[src/rtl/pc_sequencer.sv]
// pc_sequencer: multi-cycle control FSM for the simplified processor.
// Steps the external PC, latches the fetched instruction into IR and
// decodes it into register-file, data-memory and ALU controls.
module pc_sequencer #(
  parameter int IW  = 12,
  parameter int RAW = 3,
  parameter int DAW = 4,
  parameter int CW  = 8
) (
  input  logic           CLK,
  input  logic           clear,
  input  logic           run,
  input  logic           step,
  input  logic [IW-1:0]  instr_in,
  output logic           pc_enable,
  output logic           pc_increment,
  output logic           ir_load,
  output logic [RAW-1:0] rf_rd_addr_a,
  output logic [RAW-1:0] rf_rd_addr_b,
  output logic           rf_wr_en,
  output logic [RAW-1:0] rf_wr_addr,
  output logic           wb_sel,
  output logic           alu_op,
  output logic [DAW-1:0] dmem_addr,
  output logic           dmem_wr_en,
  output logic           busy,
  output logic           halted,
  output logic [CW-1:0]  retired
);

  typedef enum logic [2:0] {
    S_IDLE    = 3'd0,
    S_ADVANCE = 3'd1,
    S_FETCH   = 3'd2,
    S_DECODE  = 3'd3,
    S_EXEC    = 3'd4,
    S_MEMWB   = 3'd5,
    S_HALTED  = 3'd6
  } state_t;

  typedef enum logic [2:0] {
    OP_LOAD  = 3'b000,
    OP_STORE = 3'b001,
    OP_ADD   = 3'b010,
    OP_SUB   = 3'b011,
    OP_HALT  = 3'b111
  } op_t;

  state_t          r_state;
  state_t          w_next;
  logic [IW-1:0]   r_ir;
  logic            r_step_q;
  logic [CW-1:0]   r_retired;
  logic            w_step_edge;
  logic            w_done;
  logic            w_retire;
  op_t             w_op;
  logic [RAW-1:0]  w_d;
  logic [RAW-1:0]  w_a;
  logic [RAW-1:0]  w_b;
  logic [DAW-1:0]  w_addr;

  assign w_op        = op_t'(r_ir[11:9]);
  assign w_d         = r_ir[8:6];
  assign w_a         = r_ir[5:3];
  assign w_b         = r_ir[2:0];
  assign w_addr      = r_ir[3:0];
  assign w_step_edge = step & ~r_step_q;
  assign retired     = r_retired;

  // State, IR, step history and retired counter; clear dominates everything.
  always_ff @(posedge CLK) begin
    if (clear) begin
      r_state   <= S_IDLE;
      r_ir      <= '0;
      r_step_q  <= 1'b0;
      r_retired <= '0;
    end else begin
      r_state  <= w_next;
      r_step_q <= step;
      if (ir_load) r_ir <= instr_in;
      if (w_retire) r_retired <= r_retired + CW'(1);
    end
  end

  // Next-state and control decode. Instruction completion ("DONE") is not a
  // state: it is folded into the final EXEC/MEMWB cycle via w_done.
  always_comb begin
    w_next       = r_state;
    w_done       = 1'b0;
    w_retire     = 1'b0;
    pc_enable    = 1'b0;
    pc_increment = 1'b0;
    ir_load      = 1'b0;
    rf_rd_addr_a = '0;
    rf_rd_addr_b = '0;
    rf_wr_en     = 1'b0;
    rf_wr_addr   = '0;
    wb_sel       = 1'b0;
    alu_op       = 1'b0;
    dmem_addr    = '0;
    dmem_wr_en   = 1'b0;
    busy         = 1'b0;
    halted       = 1'b0;
    case (r_state)
      S_IDLE: begin
        if (run || w_step_edge) w_next = S_ADVANCE;
      end
      S_ADVANCE: begin
        busy         = 1'b1;
        pc_enable    = 1'b1;
        pc_increment = 1'b1;
        w_next       = S_FETCH;
      end
      S_FETCH: begin
        busy    = 1'b1;
        ir_load = 1'b1;
        w_next  = S_DECODE;
      end
      S_DECODE: begin
        busy         = 1'b1;
        rf_rd_addr_a = (w_op == OP_STORE) ? w_d : w_a;
        rf_rd_addr_b = w_b;
        w_next       = S_EXEC;
      end
      S_EXEC: begin
        busy         = 1'b1;
        rf_rd_addr_a = (w_op == OP_STORE) ? w_d : w_a;
        rf_rd_addr_b = w_b;
        case (w_op)
          OP_LOAD: begin
            dmem_addr = w_addr;
            w_next    = S_MEMWB;
          end
          OP_STORE: begin
            dmem_addr  = w_addr;
            dmem_wr_en = 1'b1;
            w_done     = 1'b1;
          end
          OP_ADD, OP_SUB: begin
            alu_op     = r_ir[9];
            wb_sel     = 1'b1;
            rf_wr_en   = 1'b1;
            rf_wr_addr = w_d;
            w_done     = 1'b1;
          end
          OP_HALT: begin
            w_retire = 1'b1;
            w_next   = S_HALTED;
          end
          default: w_done = 1'b1;
        endcase
      end
      S_MEMWB: begin
        busy       = 1'b1;
        rf_wr_en   = 1'b1;
        wb_sel     = 1'b0;
        rf_wr_addr = w_d;
        dmem_addr  = w_addr;
        w_done     = 1'b1;
      end
      S_HALTED: begin
        halted = 1'b1;
        w_next = S_HALTED;
      end
      default: w_next = S_IDLE;
    endcase
    if (w_done) begin
      w_retire = 1'b1;
      w_next   = run ? S_ADVANCE : S_IDLE;
    end
  end

endmodule

[config.mk]
export PLATFORM = sky130hd
export DESIGN_NAME = pc_sequencer
export DESIGN_NICKNAME = d
export VERILOG_FILES = /design/src/rtl/pc_sequencer.sv
export SDC_FILE = /design/constraint.sdc
export NUM_CORES = 1
export LEC_CHECK = 0
export ABC_AREA = 1
export CAP_MARGIN = 20
export CORE_MARGIN = 1
export CORE_UTILIZATION = 44
export CTS_CLUSTER_DIAMETER = 40
export DETAILED_ROUTE_END_ITERATION = 8
export GPL_ROUTABILITY_DRIVEN = 0
export GPL_TIMING_DRIVEN = 0
export PLACE_DENSITY_LB_ADDON = 0.3
export SLEW_MARGIN = 0
export SYNTH_ARGS = -nofsm -noshare
export SYNTH_HDL_FRONTEND = slang
export SYNTH_SLANG_ARGS = --single-unit
[constraint.sdc]
create_clock -name CLK -period 1.3 [get_ports CLK]
set_input_delay 0.195 -clock CLK [delete_from_list [all_inputs] [get_ports CLK]]
set_output_delay 0.195 -clock CLK [all_outputs]
set_load 0.1 [all_outputs]
==> run summary <==
Status: complete, but fails checks
Failing checks: setup timing
Crit-path slowest cell: dfxtp_4
Clock Skew: 0.004500 ns
Initial antenna violation count: 0
Die W: 56.64 µm
Register bit count reported by yosys: 24
Clock Path Buffers: 2
Sequential fraction of the synthesis area: 36.57%
Final setup TNS: -13.11 ns
Final critical-path required period: 1.959 ns
Die Area: 0.003208 mm²
Synthesis Warnings: 0
Pleak: 1.090 nW
Fin crit share: 150.7%
Rows: 19
Final hold violation count: 0
Commonest cells after routing, fill and taps aside: 26 x buf_12, 25 x nand2_1, 23 x inv_1
Worst reg2reg setup slack: -0.19 ns
I/O Buffers: 44
Crit-path max cell delay: 0.40 ns
Total grt overflow: 0
Placed Area: 0.002061 mm²
Fin util: 97.03%
Critical path arrival: 1.76 ns
Worst vdd ir: 0.001523 V
Cells after Synth: 191
CTS Buf Count: 3
Distinct cell type count after synthesis: 27
Routed Antenna Nets: 0
Crit-path leading delay family: simple AND/OR/NAND/NOR gates
CTS tree: done
Syn Nets: 208
Most frequent CP cell: nor2_4
Dpl ws: -1.349 ns
Slew headroom: 54.09%
CP Data Required Time: 1.11 ns
Largest net degree at the start of global routing: 15
Total detailed-routing wirelength: 7240 µm
Detailed Place HPWL: 2535 µm
Vias in the first global route: 1753
Worst-margin pin slew: 0.6886 ns
Max Clock Freq: 510.5 MHz
PD cells: 1220 mW/mm²
Syn Area/Cell: 6.878 µm²
Setup crit start kind: flip-flop
Initial Util: 47.23%
Routed length per placed instance: 24.63 µm
Number of remaining DRC errors: 0
Die Span Y: 56.64 µm
Antenna cells: 0
Final worst slack: -0.6589 ns
Via count: 1983
Worst skew pair latency: 0.35 ns
Fin nets: 281
Worst-path clk slew: 0.14 ns
Clock sink count: 24
Mean number of vias per cell: 6.745
CP Buf/Inv Count: 2
First-pass GRT wire length: 8583 µm
Hold Worst Slack: 0.1375 ns
Drt first pass iters: 7
Worst-path fanout max: 4
CTS root buf: clkbuf_4
Most common cell after layout, fill and taps aside: buf_12
Max-slew violation count: 0
Max cap viols: 0
RSZ-0062 raised after global routing: true
I/O pin count: 46
Crit end category: primary output
Layout cell share with drive strength beyond 1: 52.09%
Final setup viols: 41
Worst Path Class, Setup: reg -> out
Initial DRC Count: 296
Core area: 0.002781 mm²
Area Overhead vs Synth: 105.4%
Mapped cell area: 0.001314 mm²
GRT Overall Usage: 34.61%
Crit-path cells: nor2_4 > nand2_4 > nor2_4 > nor2_4 > buf_12 > nor2_4 > buf_12
Hold Path Class: in -> reg
Final instance area: 0.002699 mm²
H-tree depth: 1
## path summary, 6_finish.rpt
check / from / end / cells past startpoint
max reg2reg: r_ir[11] / retired[0] / 7
min: clear / r_state[0] / 2
max: r_state[1] / rf_wr_addr[1] / 7
min reg2reg: retired[7] / retired[7] / 2
## state kept, by name, indices dropped and copies added (netlist names)
name      cells
r_ir         12
retired       8
r_state       3
r_step_q      1
## metrics by stage
stage | power (W) | cells
5_1_grt | 0.003340 | 294
3_3_place_gp | 0.002096 | 266
4_1_cts | 0.002895 | 286
3_5_place_dp | 0.002117 | 266
6_report | 0.003293 | 294
2_1_floorplan | 0.001879 | 191
## where the power goes
group | switching [W] | total [W] | leakage [nW] | internal (W)
registers | 0.000113 | 0.000934 | 0.205 | 0.000822
clock network | 0.000268 | 0.000504 | 0.0261 | 0.000236
logic | 0.00118 | 0.00186 | 0.859 | 0.000679
total | 0.00156 | 0.00329 | 1.09 | 0.00174
## metal layers
layer | GRT usage, % | part of all wire [%]
met2 | 61.85 | 47
met4 | 16.03 | 9.0
met1 | 39.31 | 33
met5 | 0 | 0
met3 | 6.452 | 11
## synthesized netlist by cell type (all sizes together)
master / number / area [µm²]
a211oi: 3 / 22.52
a21oi: 20 / 103.9
a31oi: 1 / 6.260
buf: 5 / 40.04
clkbuf: 1 / 3.750
dfxtp: 24 / 480.5
ha: 1 / 12.51
inv: 30 / 112.6
nand2: 34 / 137.6
nand3: 9 / 75.07
nand4: 8 / 50.05
nor2: 34 / 146.4
nor3: 1 / 5.000
o21ai: 15 / 75.07
o21bai: 1 / 7.510
xor2: 4 / 35.03
## kinds of logic after synthesis
logic type	count (synthesis)	share of synthesized area, %
buffers and inverters	36	11.90
AO/OA/AOI/OAI	40	16.38
adder cells (fa/ha/maj)	1	0.9522
XOR/XNOR	4	2.666
AND/OR/NAND/NOR	86	31.52
flip-flops	24	36.57
## cell type report
type                    instances  area [µm²]
inverters                      30       138.9
fillers                        48       82.58
multi-input cells             133        1028
plain buffers                   5       60.06
clock buffers                   4       47.55
repair buffers                 67       864.6
flip-flops and latches         24       520.5
well taps                      31       38.79
## what timing repair did
item / CTS / global route
resized for setup: 258 / 39
hold endpoints to repair: 0 / 0
endpoints found under the setup margin: 35 / 41
cloned: 2 / 0
hold buffers: 0 / 0
buffers inserted: 14 / 9
pin swaps: 11 / 12
(Power assumes the default switching activity.)
